<file path="src/rtl/delay_sched.sv">
// Shared delay timer: round-robin arbitration among NREQ requesters, one
// delay at a time, with done/abort pulses and a sticky clamp-error flag.
module delay_sched #(
  parameter int NREQ  = 4,
  parameter int CBITS = 14,
  parameter int N     = 15000
) (
  input  logic                                   clk,
  input  logic                                   rst,
  input  logic [NREQ-1:0]                        req,
  input  logic [NREQ*CBITS-1:0]                  dly,
  output logic [NREQ-1:0]                        gnt,
  output logic                                   busy,
  output logic                                   done,
  output logic                                   abort,
  output logic [((NREQ > 1) ? $clog2(NREQ) : 1)-1:0] owner,
  output logic                                   err
);

  localparam int OW = (NREQ > 1) ? $clog2(NREQ) : 1;

  typedef enum logic [1:0] {IDLE, GRANT, COUNT, DONE} state_e;

  state_e           state_q;
  logic [CBITS-1:0] cnt_q;
  logic [CBITS-1:0] tgt_q;

  logic             win_vld_d;
  logic [OW-1:0]    win_d;
  logic [NREQ-1:0]  win_oh_d;
  logic [CBITS-1:0] win_dly_d;
  logic             over_d;
  logic             own_req_d;
  int               start_d;
  int               dist_d;
  int               best_d;

  // Winner = requester with the smallest round-robin distance from owner+1.
  always_comb begin
    win_vld_d = 1'b0;
    win_d     = '0;
    win_oh_d  = '0;
    win_dly_d = '0;
    dist_d    = 0;
    best_d    = NREQ;
    start_d   = int'(owner) + 1;
    if (start_d >= NREQ) start_d = start_d - NREQ;
    for (int j = 0; j < NREQ; j++) begin
      dist_d = j - start_d;
      if (dist_d < 0) dist_d = dist_d + NREQ;
      if (req[j] && dist_d < best_d) begin
        best_d    = dist_d;
        win_vld_d = 1'b1;
        win_d     = OW'(j);
        win_oh_d  = NREQ'(1) << j;
        win_dly_d = dly[j*CBITS +: CBITS];
      end
    end
    over_d    = int'(win_dly_d) > N;
    own_req_d = req[owner];
  end

  always_ff @(posedge clk) begin
    if (!rst) begin
      state_q <= IDLE;
      gnt     <= '0;
      busy    <= 1'b0;
      done    <= 1'b0;
      abort   <= 1'b0;
      err     <= 1'b0;
      cnt_q   <= '0;
      tgt_q   <= '0;
      owner   <= OW'(NREQ - 1);
    end else begin
      done  <= 1'b0;
      abort <= 1'b0;
      case (state_q)
        IDLE: begin
          if (win_vld_d) begin
            state_q <= GRANT;
            owner   <= win_d;
            gnt     <= win_oh_d;
            busy    <= 1'b1;
            cnt_q   <= '0;
            tgt_q   <= over_d ? CBITS'(N) : win_dly_d;
            if (over_d) err <= 1'b1;
          end
        end
        GRANT: begin
          if (!own_req_d) begin
            state_q <= IDLE;
            abort   <= 1'b1;
            gnt     <= '0;
            busy    <= 1'b0;
          end else begin
            state_q <= COUNT;
          end
        end
        COUNT: begin
          // Owner withdrawal beats expiry; tgt <= N keeps cnt from wrapping.
          if (!own_req_d) begin
            state_q <= IDLE;
            abort   <= 1'b1;
            gnt     <= '0;
            busy    <= 1'b0;
          end else if (cnt_q == tgt_q) begin
            state_q <= DONE;
            done    <= 1'b1;
          end else begin
            cnt_q <= cnt_q + CBITS'(1);
          end
        end
        DONE: begin
          state_q <= IDLE;
          gnt     <= '0;
          busy    <= 1'b0;
        end
        default: begin
          state_q <= IDLE;
          gnt     <= '0;
          busy    <= 1'b0;
        end
      endcase
    end
  end

endmodule
</file>
<file path="config.mk">
export PLATFORM = sky130hd
export DESIGN_NAME = delay_sched
export DESIGN_NICKNAME = d
export VERILOG_FILES = /design/src/rtl/delay_sched.sv
export SDC_FILE = /design/constraint.sdc
export NUM_CORES = 1
export LEC_CHECK = 0
export CAP_MARGIN = 20
export CELL_PAD_IN_SITES_DETAIL_PLACEMENT = 0
export CELL_PAD_IN_SITES_GLOBAL_PLACEMENT = 2
export CORE_MARGIN = 1
export CORE_UTILIZATION = 33
export CTS_CLUSTER_SIZE = 40
export DETAILED_ROUTE_END_ITERATION = 16
export GPL_ROUTABILITY_DRIVEN = 0
export PLACE_DENSITY_LB_ADDON = 0.1
export SLEW_MARGIN = 20
export SYNTH_ARGS = -nofsm -noshare
export SYNTH_HDL_FRONTEND = slang
export SYNTH_SLANG_ARGS = --single-unit
</file>
<file path="constraint.sdc">
create_clock -name clk -period 29.9 [get_ports clk]
set_input_delay 5.98 -clock clk [delete_from_list [all_inputs] [get_ports clk]]
set_output_delay 5.98 -clock clk [all_outputs]
set_load 0.005 [all_outputs]
</file>
==> summary.md, run 1 <==
| Metric | Value |
|---|---|
| Status | finished with violations |
| Failing checks | DRC |
| Postcts setup bufs | 0 |
| Worst path slowest cell | a221oi_4 |
| RR Endpoint | err$_SDFFE_PN0P_ |
| I/O Pins | 72 |
| Die ar. | 12,300 sq um |
| Synth unique cells | 65 |
| # clock sinks | 40 |
| 1st-pass router iterations | 10 |
| Global route hottest layer | met2 |
| Synth Area per Inst | 7.90 sq um |
| Class of the worst hold path | reg2reg |
| Htree depth | 2 |
| CP Max Fanout | 45 |
| Synth Register Bits | 40 |
| Core area | 11,500 sq um |
| Starting DRT DRC Count | 188 |
| R2R depth | 32 |
| Arr. time, crit path | 15,330 ps |
| Total track usage | 19.7% |
| Layout Nets | 669 |
| WHS Endpoint | err$_SDFFE_PN0P_ |
| CP startpoint kind | primary input |
| Post-Layout Inst Area | 4890 sq um |
| Reg2reg setup slack | 19,540 ps |
| Area Growth Syn to Fin | 24.8% |
| Critical R2R Launch | owner[0]$_SDFFE_PN1P_ |
| Syn Inst Count | 496 |
| Critical path required time | 30,070 ps |
| Die X | 111 microns |
| Async SR Flop Fraction | 0% |
| Crit path launch | req[0] |
| Max cap viols | 0 |
| ANT nets after route | 0 |
| Layout cell share with drive strength beyond 1 | 3.57% |
| Synthesized cell area | 3920 sq um |
| Diodes inserted | 0 |
| Congestion Overflow GR | 0 |
| Min Hold Slack | 465 ps |
| Hold Buf Count CTS | 0 |
| Maximum root-to-sink buffer count | 2 |
| Worst setup path class | in2reg |
| Setup TNS | 0 ps |
| Maximum clock frequency | 66.0 MHz |
| Vias in the first global route | 3,717 |
| Global routing met3 resource utilization | 1.75% |
| Chip height | 111 microns |
| Antenna violations before repair | 0 |
| Relative slew margins | 26.0% |
| Post-synth top flop | dfxtp_1 |
| GR Util met1 | 24.0% |
| Cell at the root of the clock tree | clkbuf_16 |
| Worst Tran Pin Value | 1110 ps |
| Placed cell area | 4720 sq um |
| Pre-CTS setup slack | 14,530 ps |
| RSZ-0062 raised after global routing | no |
| Leading cell type in the layout, fill and taps excluded | clkdlybuf4s50_1 |
| DR WL/cell | 16.5 microns |
| Sequential share of the synthesized area | 20.4% |
| Endpoints failing hold | 0 |
| First-pass GRT wire length | 19,200 microns |
| Post_cts resized | 0 |
| Row cnt | 39 |
| PortBufs | 71 |
| Hold path cells | 2 |
| Most used cell along the critical path | ha_1 |
| Starting Density | 34.0% |
| Clock Latency Late Sink | 290 ps |
| Critical Path Max Stage Delay | 910 ps |
| Commonest cells after routing, fill and taps aside | clkdlybuf4s50_1 (71), nand2_1 (58), ha_1 (48) |
| CTS buffer count | 5 |
| DRC viols | 4 |
| CTS tree | built |
| Final WL | 11,600 microns |
| EDFF count, synth | 0 |
| M2 GR Usage | 35.6% |
| Hpwl dp | 9590 microns |
| Crit path time final | 15,160 ps |
| Final period utilization | 50.7% |
| Pins over their slew limit | 0 |
| Hold_sp | err$_SDFFE_PN0P_ |
| Clk slew on worst S/H paths | 50 ps |
| Routed vias | 3,721 |
| Setup ws final | 14,740 ps |
| Largest net degree at the start of global routing | 46 |
| Synth warn | 0 |
| Post-DR vias/cell | 5.29 |
| Final setup violation count | 0 |
| CP endpoint kind | register |
| Post-route clock skew | 3.92 ps |
## how the worst max path moves through the flow
| stage | to | slack [ps] | cells after the start |
|---|---|---|---|
| after floorplan | tgt_q[0]$_SDFFE_PN0P_ | 16240 | 35 |
| after global placement | err$_SDFFE_PN0P_ | 14860 | 29 |
| after detailed placement | err$_SDFFE_PN0P_ | 14530 | 29 |
| after CTS | err$_SDFFE_PN0P_ | 14790 | 29 |
| after global routing | err$_SDFFE_PN0P_ | 13970 | 29 |
| final | err$_SDFFE_PN0P_ | 14740 | 29 |
## layout make-up
cell class | instances | area (sq um)
timing repair buffer | 72 | 718
sequential | 40 | 801
multi-input combinational | 410 | 2910
inverter | 30 | 113
tap | 143 | 179
fill | 1177 | 6630
clock inverter | 2 | 35.0
clock buffer | 6 | 129
## per-layer routing
layer	up-vias	wire (microns)
met5	-	0
met1	1738	5200
met4	0	316
li1	1913	-
met2	52	5870
met3	18	233
## flip-flops by register name (all words and copies together) (netlist names), 2 cells and up
name	count
cnt_q	14
tgt_q	14
gnt	4
owner	2
state_q	2
## synth_stat cells (all sizes together), types with 9 or more instances
library cell  count  area, sq um
a221oi           10          124
nand2b           10         62.6
a21oi            26          134
nand3            15         75.1
nor3             15         75.1
nand2            58          218
clkbuf           13         48.8
and2             11         68.8
buf               9         63.8
o211ai            9         67.6
dfxtp            40          801
inv              30          113
ha               48          601
xnor2            24          210
nor2b            10         62.6
o21ai            24          124
nor2             31          116
mux2i            12          120
a21o             13         97.6
## per-stage QoR
step	cells	util, %
after floorplan	502	-
after global placement	695	41.0
after detailed placement	695	41.0
after CTS	703	42.4
after global routing	703	42.4
final	703	42.4
## cell families (layout without fill, tap and decap cells)
logic type | count (synthesis) | after routing | synth area share, %
AND/OR/NAND/NOR | 181 | 181 | 22.7
AO/OA/AOI/OAI | 133 | 133 | 25.9
buffers and inverters | 52 | 110 | 5.75
adder cells (fa/ha/maj) | 48 | 48 | 15.3
flip-flops | 40 | 40 | 20.4
XOR/XNOR | 27 | 27 | 6.04
multiplexers | 13 | 13 | 3.64
other | 2 | 8 | 0.192
## worst max-delay path, delay by kind of cell
family	cells	cell delay, ps
AO/OA/AOI/OAI	15	4970
adder cells (fa/ha/maj)	3	740
buffers and inverters	1	540
AND/OR/NAND/NOR	10	3030
Power of run 1 is left out: the tool's default activity adds up to more than one toggle a clock period on the data nets, which glitch-free logic cannot reach.
==> run 2: changes to the inputs <==
- CORE_UTILIZATION: 33 -> 28
- clock period: 29.9 -> 12.1 ns (I/O delays scaled with it)
==> run 2 against run 1 <==
The run now ends clean. Die area is 18% higher. Non-clock buffer count grew 2. Routed wire length rose by 6.0%. Clock skew increased by 5.6 ps. Critical path type unchanged. Design area rose by 0.87%. Critical path depth stayed put. Worst hold slack worse by 5.3 ps. Via count up 0.59%. Global-route usage fell by 2.5 points.
==> summary.md, run 2 (synthesized netlist as in run 1, its figures left out) <==
| Metric | Value |
|---|---|
| 1st-pass router iterations | 4 |
| Worst Tran Pin Value | 778 ps |
| Status | completed |
| Critical Path Sink | err$_SDFFE_PN0P_ |
| Chip height | 120 microns |
| Final period utilization | 91.1% |
| CP endpoint kind | register |
| Critical R2R Launch | owner[0]$_SDFFE_PN1P_ |
| PortBufs | 71 |
| ANT nets after route | 0 |
| Largest net degree at the start of global routing | 34 |
| Setup TNS | 0 ps |
| CP startpoint kind | primary input |
| Placed cell area | 4780 sq um |
| RSZ-0062 raised after global routing | no |
| Critical Path Max Stage Delay | 610 ps |
| Crit path time final | 11,020 ps |
| Post-route clock skew | 9.55 ps |
| Layout cell share with drive strength beyond 1 | 3.91% |
| Vias in the first global route | 3,786 |
| Row cnt | 42 |
| Worst path slowest cell | a221oi_4 |
| Clk slew on worst S/H paths | 60 ps |
| Leading cell type in the layout, fill and taps excluded | clkdlybuf4s50_1 |
| DRC viols | 0 |
| Die X | 120 microns |
| Post-Layout Inst Area | 4930 sq um |
| Cell at the root of the clock tree | clkbuf_16 |
| Maximum root-to-sink buffer count | 2 |
| Total track usage | 17.2% |
| Clock Latency Late Sink | 280 ps |
| Area Growth Syn to Fin | 25.9% |
| Worst setup path class | in2reg |
| Routed vias | 3,743 |
| Crit path launch | req[0] |
| First-pass GRT wire length | 19,400 microns |
| Antenna violations before repair | 0 |
| Final setup violation count | 0 |
| CTS buffer count | 5 |
| Largest registers | cnt_q: 14 flops, tgt_q: 14 flops, gnt: 4 flops |
| Starting DRT DRC Count | 112 |
| Fillers | 1,437 |
| Core area | 13,500 sq um |
| R2R depth | 32 |
| I/O Pins | 72 |
| Relative slew margins | 48.0% |
| DR WL/cell | 16.7 microns |
| Max cap viols | 0 |
| Post_cts resized | 0 |
| Postcts setup bufs | 0 |
| Reg2reg setup slack | 2320 ps |
| Class of the worst hold path | reg2reg |
| Hold Buf Count CTS | 0 |
| CTS tree | built |
| Critical path required time | 12,260 ps |
| CP Max Fanout | 17 |
| Commonest cells after routing, fill and taps aside | clkdlybuf4s50_1 (71), nand2_1 (58), ha_1 (48) |
| # clock sinks | 40 |
| Pins over their slew limit | 0 |
| Starting Density | 29.1% |
| Diodes inserted | 0 |
| Most used cell along the critical path | ha_1 |
| RR Endpoint | err$_SDFFE_PN0P_ |
| Final instance count without filler cells | 738 |
| Arr. time, crit path | 11,180 ps |
| Hpwl dp | 10,300 microns |
| Die ar. | 14,500 sq um |
| Htree depth | 2 |
| DP Cell Count | 730 |
| Maximum clock frequency | 90.8 MHz |
| Endpoints failing hold | 0 |
| Layout Nets | 671 |
| Final WL | 12,300 microns |
| Post-DR vias/cell | 5.07 |
| Congestion Overflow GR | 0 |
run 2: final cells by class:
cell class | count | area [sq um] | share of cell area [%]
well taps | 176 | 220 | 4.47
inverters | 30 | 113 | 2.28
multi-input cells | 410 | 2910 | 59.1
clock buffers | 7 | 143 | 2.89
repair buffers | 74 | 733 | 14.9
flip-flops and latches | 40 | 801 | 16.2
clock inverters | 1 | 7.51 | 0.152
run 2: critical path, delay by kind of cell:
| kind | cells | cell delay, ps |
|---|---|---|
| buf+inv | 1 | 550 |
| simple gates | 10 | 2890 |
| fa+ha+maj | 3 | 760 |
| compound gates | 15 | 4560 |
run 2: layer usage:
layer / GRT usage (%) / part of all wire, % / up-vias
met5: 0 / 0 / -
met4: 6.94 / 2.7 / 0
met3: 1.79 / 2.5 / 20
met2: 31.9 / 51 / 58
met1: 20.1 / 44 / 1735
li1: - / - / 1930
run 2: through the flow:
stage	utilization, %	worst slack (ps)	hold WS [ps]
2_1_floorplan	-	2000	442
6_report	36.7	1080	459
4_1_cts	36.7	1060	470
5_1_grt	36.7	222	484
3_5_place_dp	35.5	813	459
3_3_place_gp	35.5	1150	458
run 2: worst min-delay path by stage:
stage | slack, ps | depth (start not counted) | start | to
floorplan | 440 | 2 | err$_SDFFE_PN0P_ | err$_SDFFE_PN0P_
global placement | 460 | 2 | err$_SDFFE_PN0P_ | err$_SDFFE_PN0P_
detailed placement | 460 | 2 | err$_SDFFE_PN0P_ | err$_SDFFE_PN0P_
CTS | 470 | 2 | err$_SDFFE_PN0P_ | err$_SDFFE_PN0P_
global route | 480 | 2 | state_q[1]$_SDFFE_PN0P_ | state_q[1]$_SDFFE_PN0P_
finish | 460 | 2 | err$_SDFFE_PN0P_ | err$_SDFFE_PN0P_
Power of run 2 is left out for the same reason.
==> run 3: changes to the inputs <==
- CAP_MARGIN: 20 -> default
==> results of run 3 <==
Same layout as run 2: the final DEF is identical, and so are final timing and power.
Power of run 3 is left out for the same reason.
